--- src/rtl/bottleneck_stage_scheduler.sv ---
// Sequences one bottleneck layer through expand, depthwise and project engines.
// Stage completion is judged by counting the active engine's valid_out beats.
module bottleneck_stage_scheduler #(
  parameter int FEATURE_SIZE = 112,
  parameter int IN_CHANNELS  = 16,
  parameter int EXP_CHANNELS = 64,
  parameter int OUT_CHANNELS = 16,
  parameter int STRIDE       = 1,
  parameter int WATCHDOG     = 4096
) (
  input  logic       clk,
  input  logic       rst,
  input  logic       start,
  input  logic       use_expand,
  input  logic       use_residual,
  output logic       pw1_en,
  input  logic       pw1_beat,
  output logic       dw_en,
  input  logic       dw_beat,
  output logic       pw2_en,
  input  logic       pw2_beat,
  output logic       residual_sel,
  output logic [2:0] stage,
  output logic       busy,
  output logic       done,
  output logic       error
);

  localparam int OS       = FEATURE_SIZE / STRIDE;
  localparam int E1       = FEATURE_SIZE * FEATURE_SIZE * EXP_CHANNELS;
  localparam int E2_EXP   = OS * OS * EXP_CHANNELS;
  localparam int E2_NOEXP = OS * OS * IN_CHANNELS;
  localparam int E3       = OS * OS * OUT_CHANNELS;
  localparam int CW       = $clog2(E1 + 1);
  localparam int WW       = $clog2(WATCHDOG + 1);

  // Terminal counts are compared against E-1 so the final beat ends the stage on its own edge.
  localparam logic [CW-1:0] E1_LAST       = CW'(E1 - 1);
  localparam logic [CW-1:0] E2_EXP_LAST   = CW'(E2_EXP - 1);
  localparam logic [CW-1:0] E2_NOEXP_LAST = CW'(E2_NOEXP - 1);
  localparam logic [CW-1:0] E3_LAST       = CW'(E3 - 1);
  localparam logic [WW-1:0] WDOG_LAST     = WW'(WATCHDOG - 1);

  typedef enum logic [2:0] {
    S_IDLE      = 3'd0,
    S_EXPAND    = 3'd1,
    S_DEPTHWISE = 3'd2,
    S_PROJECT   = 3'd3,
    S_FINISH    = 3'd4,
    S_ERROR     = 3'd5
  } state_t;

  state_t          state_reg, state_next;
  state_t          stage_after;
  logic [CW-1:0]   beat_cnt_reg, beat_cnt_next;
  logic [WW-1:0]   wdog_reg, wdog_next;
  logic            use_expand_reg, use_expand_next;
  logic            use_residual_reg, use_residual_next;
  logic            stage_beat;
  logic [CW-1:0]   stage_last;

  always_comb begin
    stage_beat  = 1'b0;
    stage_last  = E1_LAST;
    stage_after = S_IDLE;
    case (state_reg)
      S_EXPAND: begin
        stage_beat  = pw1_beat;
        stage_last  = E1_LAST;
        stage_after = S_DEPTHWISE;
      end
      S_DEPTHWISE: begin
        stage_beat  = dw_beat;
        stage_last  = use_expand_reg ? E2_EXP_LAST : E2_NOEXP_LAST;
        stage_after = S_PROJECT;
      end
      S_PROJECT: begin
        stage_beat  = pw2_beat;
        stage_last  = E3_LAST;
        stage_after = S_FINISH;
      end
      default: ;
    endcase
  end

  always_comb begin
    state_next        = state_reg;
    beat_cnt_next     = beat_cnt_reg;
    wdog_next         = wdog_reg;
    use_expand_next   = use_expand_reg;
    use_residual_next = use_residual_reg;
    case (state_reg)
      S_IDLE, S_ERROR: begin
        if (start) begin
          state_next        = use_expand ? S_EXPAND : S_DEPTHWISE;
          use_expand_next   = use_expand;
          use_residual_next = use_residual;
          beat_cnt_next     = '0;
          wdog_next         = '0;
        end
      end
      S_EXPAND, S_DEPTHWISE, S_PROJECT: begin
        // A beat on the watchdog's last cycle still counts and keeps the stage alive.
        if (stage_beat) begin
          wdog_next = '0;
          if (beat_cnt_reg == stage_last) begin
            beat_cnt_next = '0;
            state_next    = stage_after;
          end else begin
            beat_cnt_next = beat_cnt_reg + 1'b1;
          end
        end else if (wdog_reg == WDOG_LAST) begin
          state_next = S_ERROR;
        end else begin
          wdog_next = wdog_reg + 1'b1;
        end
      end
      S_FINISH: state_next = S_IDLE;
      default:  state_next = S_IDLE;
    endcase
  end

  // Outputs are decoded from the next state so enables track the state with no extra cycle.
  always_ff @(posedge clk or negedge rst) begin
    if (!rst) begin
      state_reg        <= S_IDLE;
      beat_cnt_reg     <= '0;
      wdog_reg         <= '0;
      use_expand_reg   <= 1'b0;
      use_residual_reg <= 1'b0;
      pw1_en           <= 1'b0;
      dw_en            <= 1'b0;
      pw2_en           <= 1'b0;
      residual_sel     <= 1'b0;
      stage            <= 3'd0;
      busy             <= 1'b0;
      done             <= 1'b0;
      error            <= 1'b0;
    end else begin
      state_reg        <= state_next;
      beat_cnt_reg     <= beat_cnt_next;
      wdog_reg         <= wdog_next;
      use_expand_reg   <= use_expand_next;
      use_residual_reg <= use_residual_next;
      pw1_en           <= (state_next == S_EXPAND);
      dw_en            <= (state_next == S_DEPTHWISE);
      pw2_en           <= (state_next == S_PROJECT);
      residual_sel     <= (state_next == S_PROJECT) && use_residual_next;
      stage            <= state_next;
      busy             <= (state_next == S_EXPAND) || (state_next == S_DEPTHWISE) ||
                          (state_next == S_PROJECT);
      done             <= (state_next == S_FINISH);
      error            <= (state_next == S_ERROR);
    end
  end

endmodule

--- config.mk ---
export PLATFORM = sky130hd
export DESIGN_NAME = bottleneck_stage_scheduler
export DESIGN_NICKNAME = d
export VERILOG_FILES = /design/src/rtl/bottleneck_stage_scheduler.sv
export SDC_FILE = /design/constraint.sdc
export NUM_CORES = 1
export LEC_CHECK = 0
export BUFFER_PORTS_ARGS = -buffer_cell sky130_fd_sc_hd__buf_2
export CORE_MARGIN = 2
export CORE_UTILIZATION = 34
export CTS_CLUSTER_SIZE = 12
export DETAILED_ROUTE_END_ITERATION = 10
export PLACE_DENSITY_LB_ADDON = 0.25
export SYNTH_ARGS = -nofsm -noshare
export SYNTH_HDL_FRONTEND = slang
export SYNTH_SLANG_ARGS = --single-unit
--- constraint.sdc ---
create_clock -name clk -period 4.3 [get_ports clk]
set_clock_uncertainty 0.1 [all_clocks]
set_input_delay 1.29 -clock clk [delete_from_list [all_inputs] [get_ports clk]]
set_output_delay 1.29 -clock clk [all_outputs]
set_load 0.005 [all_outputs]
== After elaboration in Yosys (flattened, before gate mapping) ==
Cells that the tools add are included.

* Register bits: 45
* Bits of input ports: 8
* Output and inout bits: 10

* Add/sub/neg operators: 2
* Equal/unequal tests: 14
* Mux-type cells: 20
* Reductions and logical operators: 10

{| class="wikitable"
|+ Operator list
! cell !! count
|-
| two-way mux 20 bit || 4
|-
| one-hot mux 20 bit (2 select lines) || 2
|-
| two-way mux 13 bit || 3
|-
| one-hot mux 13 bit (2 select lines) || 1
|-
| adder 20 x 1 -> 20 bit, second input constant || 1
|-
| == test 20 bit || 1
|-
| adder 13 x 1 -> 13 bit, second input constant || 1
|-
| == test 13 x 12 -> 1 bit, second input constant || 1
|-
| == test 3 x 2 -> 1 bit, second input constant || 4
|-
| two-way mux 3 bit || 4
|-
| == test 3 bit, second input constant || 3
|-
| one-hot mux 3 bit (3 select lines) || 1
|-
| == test 3 x 1 -> 1 bit, second input constant || 2
|-
| one-hot mux 3 bit (2 select lines) || 1
|-
| AND reduction 3 bit || 2
|-
| != test 2 bit, second input constant || 2
|-
| zero test 3 bit || 1
|-
| != test 3 bit, second input constant || 1
|-
| one-hot mux 1 bit (3 select lines) || 1
|-
| OR reduction 3 bit || 1
|-
| logical OR 1 bit || 2
|-
| two-way mux 1 bit || 2
|-
| two-way mux 2 bit || 1
|-
| AND reduction 2 bit || 1
|-
| 3 further kinds || 3
|}

== Longest topological paths before layout ==
Gate-level depths: netlist of the first run.

* Depth after elaboration: 9
* Gate-level depth with buffers: 8

== Worst setup path after synthesis of the first run ==
Ideal clock, no wire load.

* Kind: in2reg
* Start point: input pw2_beat
* End point: register beat_cnt_reg[7]
* Library setup time: 0.121 ns
* Data arrival time: 2.416 ns
* Data required time: 4.079 ns
* Setup slack: 1.663 ns
* Cell stages on the path: 6
* Buffers on the path: 1
* Path through: mux2i_2 > a21oi_4 > o22ai_4 > buf_6 > nor3_1 > a22o_1

* Cells in the longest elaborated chain, start to end: 3

{| class="wikitable"
|+ RTL lines
! item !! line !! text
|-
| from (decl) || 21 || <nowiki>input logic pw2_beat,</nowiki>
|-
| one-hot mux 1 bit (3 select lines) || 66 || <nowiki>case (state_reg)</nowiki>
|-
| != test 2 bit (no source line) || - ||
|-
| AND reduction 3 bit (no source line) || - ||
|-
| to (signal assigned) || 141 || <nowiki>beat_cnt_reg <= beat_cnt_next;</nowiki>
|-
| to (decl) || 55 || <nowiki>logic [CW-1:0] beat_cnt_reg, beat_cnt_next;</nowiki>
|}

No other way between the ends.
A chain may end at the register's enable or synchronous reset.

== Worst setup path after layout of the first run ==
* Start point: input dw_beat
* End point: register beat_cnt_reg[5]

* Cells in the longest elaborated chain, start to end: 3

{| class="wikitable"
|+ RTL lines
! item !! line !! text
|-
| from (decl) || 19 || <nowiki>input logic dw_beat,</nowiki>
|-
| one-hot mux 1 bit (3 select lines) || 66 ||
|-
| != test 2 bit (no source line) || - ||
|-
| AND reduction 3 bit (no source line) || - ||
|}

No other way between the ends.

==> run_results.csv, run 1 <==
group,metric,value,unit
final_layout,syn_to_final_growth,8.43,%
floorplanning,die_h,92.7,um
route,drc,0,
setup_path,r2r-end,"beat_cnt_reg[5]",
clock_tree,htreeDepth,2,
clock_tree,clock_sinks,45,
setup_path,critical_path.endpoint,"beat_cnt_reg[5]",
pwr,p_per_area,449,nW/um2
logic_synthesis,yosysWarnings,0,
logic_synthesis,synth_top_area_cell,"dfrtp_1",
setup_path,worstSetupStartpointType,"input port",
setup_path,critPathKind,"input port to flip-flop",
placed_design,place_area,2810,um2
route,avgViaCountPerCell,5.05,
floorplanning,start_util,0.348,
clock_tree,clk_latency,0.30,ns
route,m1WireLength,2800,um
final_layout,fin_util,0.377,
logic_synthesis,async_flop_share,1.00,
route,dr_total_vias,1949,
setup_path,slowest_delay,0.54,ns
route,first_pass_iters,4,
sta,hold_slack,0.401,ns
global_routing,antenna_found_initial,0,
flow_run,cap_violations,0,
clock_tree,cts.path.max_buffers,2,
clock_tree,cts_root_buffer,"clkbuf_8",
sta,max_slew_margin,0.326,
pwr,peakVddDrop,0.217,mV
placed_design,post-place-cells,378,
setup_path,cp-startpoint,"dw_beat",
logic_synthesis,syn_area_per_cell,9.94,um2
logic_synthesis,syn_area,2670,um2
sta,slew_violations,0,
floorplanning,num_rows,32,
sta,fin_crit_sh,0.623,
logic_synthesis,yosysUniqueCellTypes,63,
global_routing,grt-ovfl-total,0,
floorplanning,io_pins,18,
clock_tree,cts_made_buffers,5,
logic_synthesis,synth-main-ff-cell,"dfrtp_1",
clock_tree,clk_pin_slew,0.09,ns
sta,setup-violations-final,0,
logic_synthesis,synthCells,269,
final_layout,fin_area,2900,um2
setup_path,reg2reg_depth,6,
hold_path,hold_path_class,"flip-flop to flip-flop",
route,wl_met3,159,um
setup_path,reg2reg_from,"state_reg[2]",
route,avgRoutedWirePerCell,14.1,um
run_status,status,"finished clean",
setup_path,arrival,2.81,ns
clock_tree,ctsHoldBuffers,0,
floorplanning,core_area,7690,um2
logic_synthesis,synth_area_leaders,"dfrtp_1 42%, xnor2_1 5.9%, nor2_1 5.2%",
route,wl_met2,2440,um
placed_design,gp_congestion,0.797,
logic_synthesis,ys_ff_latch,45,
sta,fin_setup_tns,0,ns
clock_tree,cts_resized,0,
global_routing,grt_pass1_vias,1952,
sta,finalCriticalPeriod,2.68,ns
final_layout,instances_no_fill,386,
logic_synthesis,synth_top_cell_area_share,0.421,
sta,rsz0062_at_grt,"false",
logic_synthesis,syn_nets,279,
final_layout,drive_gt1_frac,0.225,
placed_design,portBuffers,17,
floorplanning,die-area,8590,um2
sta,hold_viol,0,
final_layout,largest_reg_flops,20,
route,top_layer_used,"met4",
logic_synthesis,synth_edf_count,0,
setup_path,crit_chain,"buf_2 -> mux2i_2 -> a21oi_4 -> o22ai_4 -> nor2_2 -> nor2_1",
pwr,power_leakage,1.14,nW
final_layout,fin_nets,293,
clock_tree,cts_setup_buffers,0,
sta,fmax,0.373,GHz
global_routing,grt_max_degree,46,
sta,worst_pin_slew,1.01,ns
setup_path,r2r_setup_slack,1.93,ns
clock_tree,tritoncts,"yes",
setup_path,crit_fanout,18,
route,drt_wl_total,5460,um
floorplanning,dieWidth,92.7,um
route,drtAntennaViolNets,0,
route,drtIter0Drc,95,
final_layout,antenna_cells,0,
final_layout,nFillCells,792,
setup_path,worstPathRequired,4.43,ns
placed_design,hpwl,3850,um
logic_synthesis,yosysSeqAreaShare,0.421,
setup_path,cp_slowest_cell,"o22ai_4",
global_routing,grt_pass1_wl,9720,um
global_routing,track_usage,0.142,
setup_path,endpoint_kind,"flip-flop",
-- cells by family (layout without fill, tap and decap cells) --
family          after synthesis  count (layout)  share of synthesized area
xor+xnor                     21              21                     0.0688
simple gates                141             141                      0.324
mux                           8               8                     0.0332
compound gates               37              37                      0.109
buf+inv                      15              30                     0.0346
fa+ha+maj                     2               2                    0.00936
flops                        45              45                      0.421
-- layout make-up --
| class | instances | area, um2 | area share |
|---|---|---|---|
| multi-input combinational | 209 | 1450 | 0.502 |
| sequential | 45 | 1130 | 0.389 |
| tap | 102 | 128 | 0.0440 |
| timing repair buffer | 17 | 85.1 | 0.0294 |
| clock buffer | 5 | 68.8 | 0.0237 |
| inverter | 5 | 18.8 | 0.00648 |
| clock inverter | 3 | 17.5 | 0.00604 |
-- stage by stage --
step                      power, W  worst slack (ns)
after floorplan           0.000949              1.66
after global placement     0.00104              1.36
after detailed placement   0.00105              1.29
after CTS                  0.00132              1.61
after global routing       0.00140              1.44
final                      0.00130              1.62
-- worst min path at each step --
stage,endpoint,slack (ns),cells past startpoint,startpoint
2_1_floorplan,wdog_reg[2],0.36,1,wdog_reg[2]
3_3_place_gp,use_residual_reg,0.38,1,use_residual_reg
3_5_place_dp,use_residual_reg,0.39,1,use_residual_reg
4_1_cts,use_residual_reg,0.41,1,use_residual_reg
5_1_grt,use_residual_reg,0.43,1,use_residual_reg
6_report,use_residual_reg,0.40,1,use_residual_reg
-- per-layer routing --
layer,up-vias,GRT usage
met1,934,0.206
met2,25,0.214
met3,7,0.0309
met4,0,0.0368
met5,-,0
li1,983,-
-- cells in the mapped netlist, types with 3 or more instances --
cell	n
nand3_1	12
nor3_2	6
nand2b_1	3
xnor2_1	18
buf_2	5
a21o_1	3
o21ai_1	3
a21oi_1	8
nor2_1	37
nor4_2	6
nand4_1	12
buf_6	3
dfrtp_1	45
o21ai_0	5
mux2_2	3
nor3_1	10
and4_1	4
nor2b_1	5
mux2i_1	3
xor2_1	3
nand2_1	22
inv_1	3
-- worst max-delay path, delay by kind of cell --
family / cells / cell delay (ns)
buffers and inverters: 1 / 0.11
AOI/OAI and AO/OA: 2 / 0.67
muxes: 1 / 0.27
and+or+nand+nor: 2 / 0.45
-- power breakdown --
part | internal, W | switching (W) | total (W)
clock network | 0.000112 | 0.000152 | 0.000264
registers | 0.000505 | 0.0000941 | 0.000599
logic | 0.000177 | 0.000260 | 0.000437
total | 0.000794 | 0.000506 | 0.00130
-- cells in the final DEF (no fill, tap or decap), drive strengths merged, types with 3 or more instances in the layout --
cell / synthesis / layout
or2: 4 / 4
mux2i: 4 / 4
a21o: 3 / 3
mux2: 4 / 4
o21ai: 9 / 9
xor2: 3 / 3
nor3: 16 / 16
a21oi: 11 / 11
nor3b: 4 / 4
clkbuf: 0 / 5
nand2b: 4 / 4
nor4: 8 / 8
and4: 4 / 4
inv: 5 / 5
buf: 10 / 17
nor2: 38 / 38
nand2: 22 / 22
nand3: 13 / 13
dfrtp: 45 / 45
nand4: 13 / 13
nor2b: 5 / 5
xnor2: 18 / 18
(Power assumes the default switching activity.)
==> inputs of run 2 (changes only) <==
- clock period: 4.3 -> 2.5 ns (I/O delays scaled with it)
==> run 2 against run 1 <==
Combinational power is 87% higher. Largest power group unchanged. Non-clock buffer count increased by 8. Largest cell class unchanged. Sequential power rose by 72%.
==> run_results.csv, run 2 (synthesis results as in run 1) <==
group,metric,value,unit
final_layout,antenna_cells,0,
clock_tree,clk_latency,0.31,ns
setup_path,reg2reg_from,"state_reg[1]",
pwr,peakVddDrop,0.380,mV
final_layout,nFillCells,790,
floorplanning,die_h,92.7,um
setup_path,worstPathRequired,2.59,ns
final_layout,syn_to_final_growth,11.6,%
floorplanning,start_util,0.348,
sta,max_slew_margin,0.635,
sta,fin_crit_sh,0.888,
final_layout,multi_input_area,1450,um2
global_routing,track_usage,0.141,
floorplanning,core_area,7690,um2
final_layout,drive_gt1_frac,0.247,
sta,worst_pin_slew,0.547,ns
global_routing,grt_pass1_vias,2000,
setup_path,arrival,2.31,ns
setup_path,critPathKind,"flip-flop to flip-flop",
final_layout,fin_nets,301,
floorplanning,die-area,8590,um2
hold_path,hold_path_class,"input port to asynchronous set/reset pin",
placed_design,post-place-cells,386,
sta,slew_violations,0,
setup_path,endpoint_kind,"flip-flop",
route,drtAntennaViolNets,0,
placed_design,hpwl,4010,um
run_status,status,"finished clean",
final_layout,instances_no_fill,394,
clock_tree,cts_made_buffers,5,
route,first_pass_iters,4,
global_routing,antenna_found_initial,0,
clock_tree,cts_setup_buffers,0,
sta,rsz0062_at_grt,"false",
route,avgViaCountPerCell,5.07,
route,drtIter0Drc,72,
floorplanning,num_rows,32,
placed_design,gp_congestion,0.842,
setup_path,crit_fanout,12,
setup_path,r2r_setup_slack,0.28,ns
clock_tree,clock_sinks,45,
clock_tree,ctsHoldBuffers,0,
clock_tree,htreeDepth,2,
final_layout,final_common_cell,"dfrtp_1",
route,drc,0,
sta,hold_viol,0,
global_routing,grt_max_degree,25,
clock_tree,cts_resized,0,
route,dr_total_vias,1997,
sta,setup-violations-final,0,
floorplanning,io_pins,18,
sta,fmax,0.450,GHz
global_routing,grt-ovfl-total,0,
final_layout,largest_reg_flops,20,
floorplanning,dieWidth,92.7,um
sta,finalCriticalPeriod,2.22,ns
route,drt_wl_total,5540,um
route,avgRoutedWirePerCell,14.1,um
sta,fin_setup_tns,0,ns
clock_tree,cts.path.max_buffers,2,
clock_tree,clk_pin_slew,0.10,ns
final_layout,layout_common_cells,"45 x dfrtp_1, 37 x nor2_1, 22 x nand2_1",
pwr,power_leakage,1.19,nW
global_routing,grt_pass1_wl,9800,um
clock_tree,cts_root_buffer,"clkbuf_8",
placed_design,portBuffers,17,
final_layout,seq_area,1130,um2
setup_path,r2r-end,"pw1_en",
setup_path,worstSetupStartpointType,"flip-flop",
clock_tree,tritoncts,"yes",
setup_path,reg2reg_depth,6,
pwr,p_per_area,774,nW/um2
flow_run,cap_violations,0,
## run 2: cell count changes in the layout (fill, tap and decap cells not counted)
cell	delta
buf_12	+2
buf_4	+6
## run 2: layout make-up
type | instances | share of cell area
repair buffers | 25 | 0.0570
clock inverters | 3 | 0.00587
flip-flops and latches | 45 | 0.378
multi-input cells | 209 | 0.487
well taps | 102 | 0.0428
inverters | 5 | 0.00629
clock buffers | 5 | 0.0231
## run 2: worst max path at each step
stage,from,to
2_1_floorplan,pw2_beat,beat_cnt_reg[7]
3_5_place_dp,pw2_beat,wdog_reg[6]
3_3_place_gp,dw_beat,beat_cnt_reg[19]
6_report,state_reg[1],pw1_en
5_1_grt,state_reg[1],residual_sel
4_1_cts,state_reg[1],pw1_en
## run 2: power by group
group / internal (W) / switching, W
clock network: 0.000194 / 0.000266
registers: 0.000868 / 0.000162
logic: 0.000354 / 0.000465
total: 0.00142 / 0.000893
## run 2: per-layer routing
layer  global-route usage  share of wire  wire length [um]  vias to the layer above
li1                     -              -                 -                     1004
met3               0.0293          0.029               162                        7
met5                    0              0                 0                        -
met1                0.196           0.51              2810                      955
met2                0.224           0.45              2500                       31
met4               0.0392          0.012                69                        0
## run 2: critical path: stages (launching register included)
cell and delay [ns]:
dfrtp_1 0.63, nor2b_1 0.38, nand3_1 0.19, a211oi_2 0.24, mux2i_1 0.32, a21oi_4 0.08, nor3b_2 0.16
## run 2: metrics by stage
stage / cell area [um2] / setup WS, ns / total power (W) / hold WS (ns) / utilization
2_1_floorplan: 2670 / 0.403 / 0.00163 / 0.354 / -
3_3_place_gp: 2900 / 0.278 / 0.00186 / 0.378 / 0.377
3_5_place_dp: 2900 / 0.227 / 0.00187 / 0.390 / 0.377
4_1_cts: 2980 / 0.283 / 0.00234 / 0.332 / 0.388
5_1_grt: 2980 / 0.0878 / 0.00247 / 0.360 / 0.388
6_report: 2980 / 0.280 / 0.00231 / 0.316 / 0.388
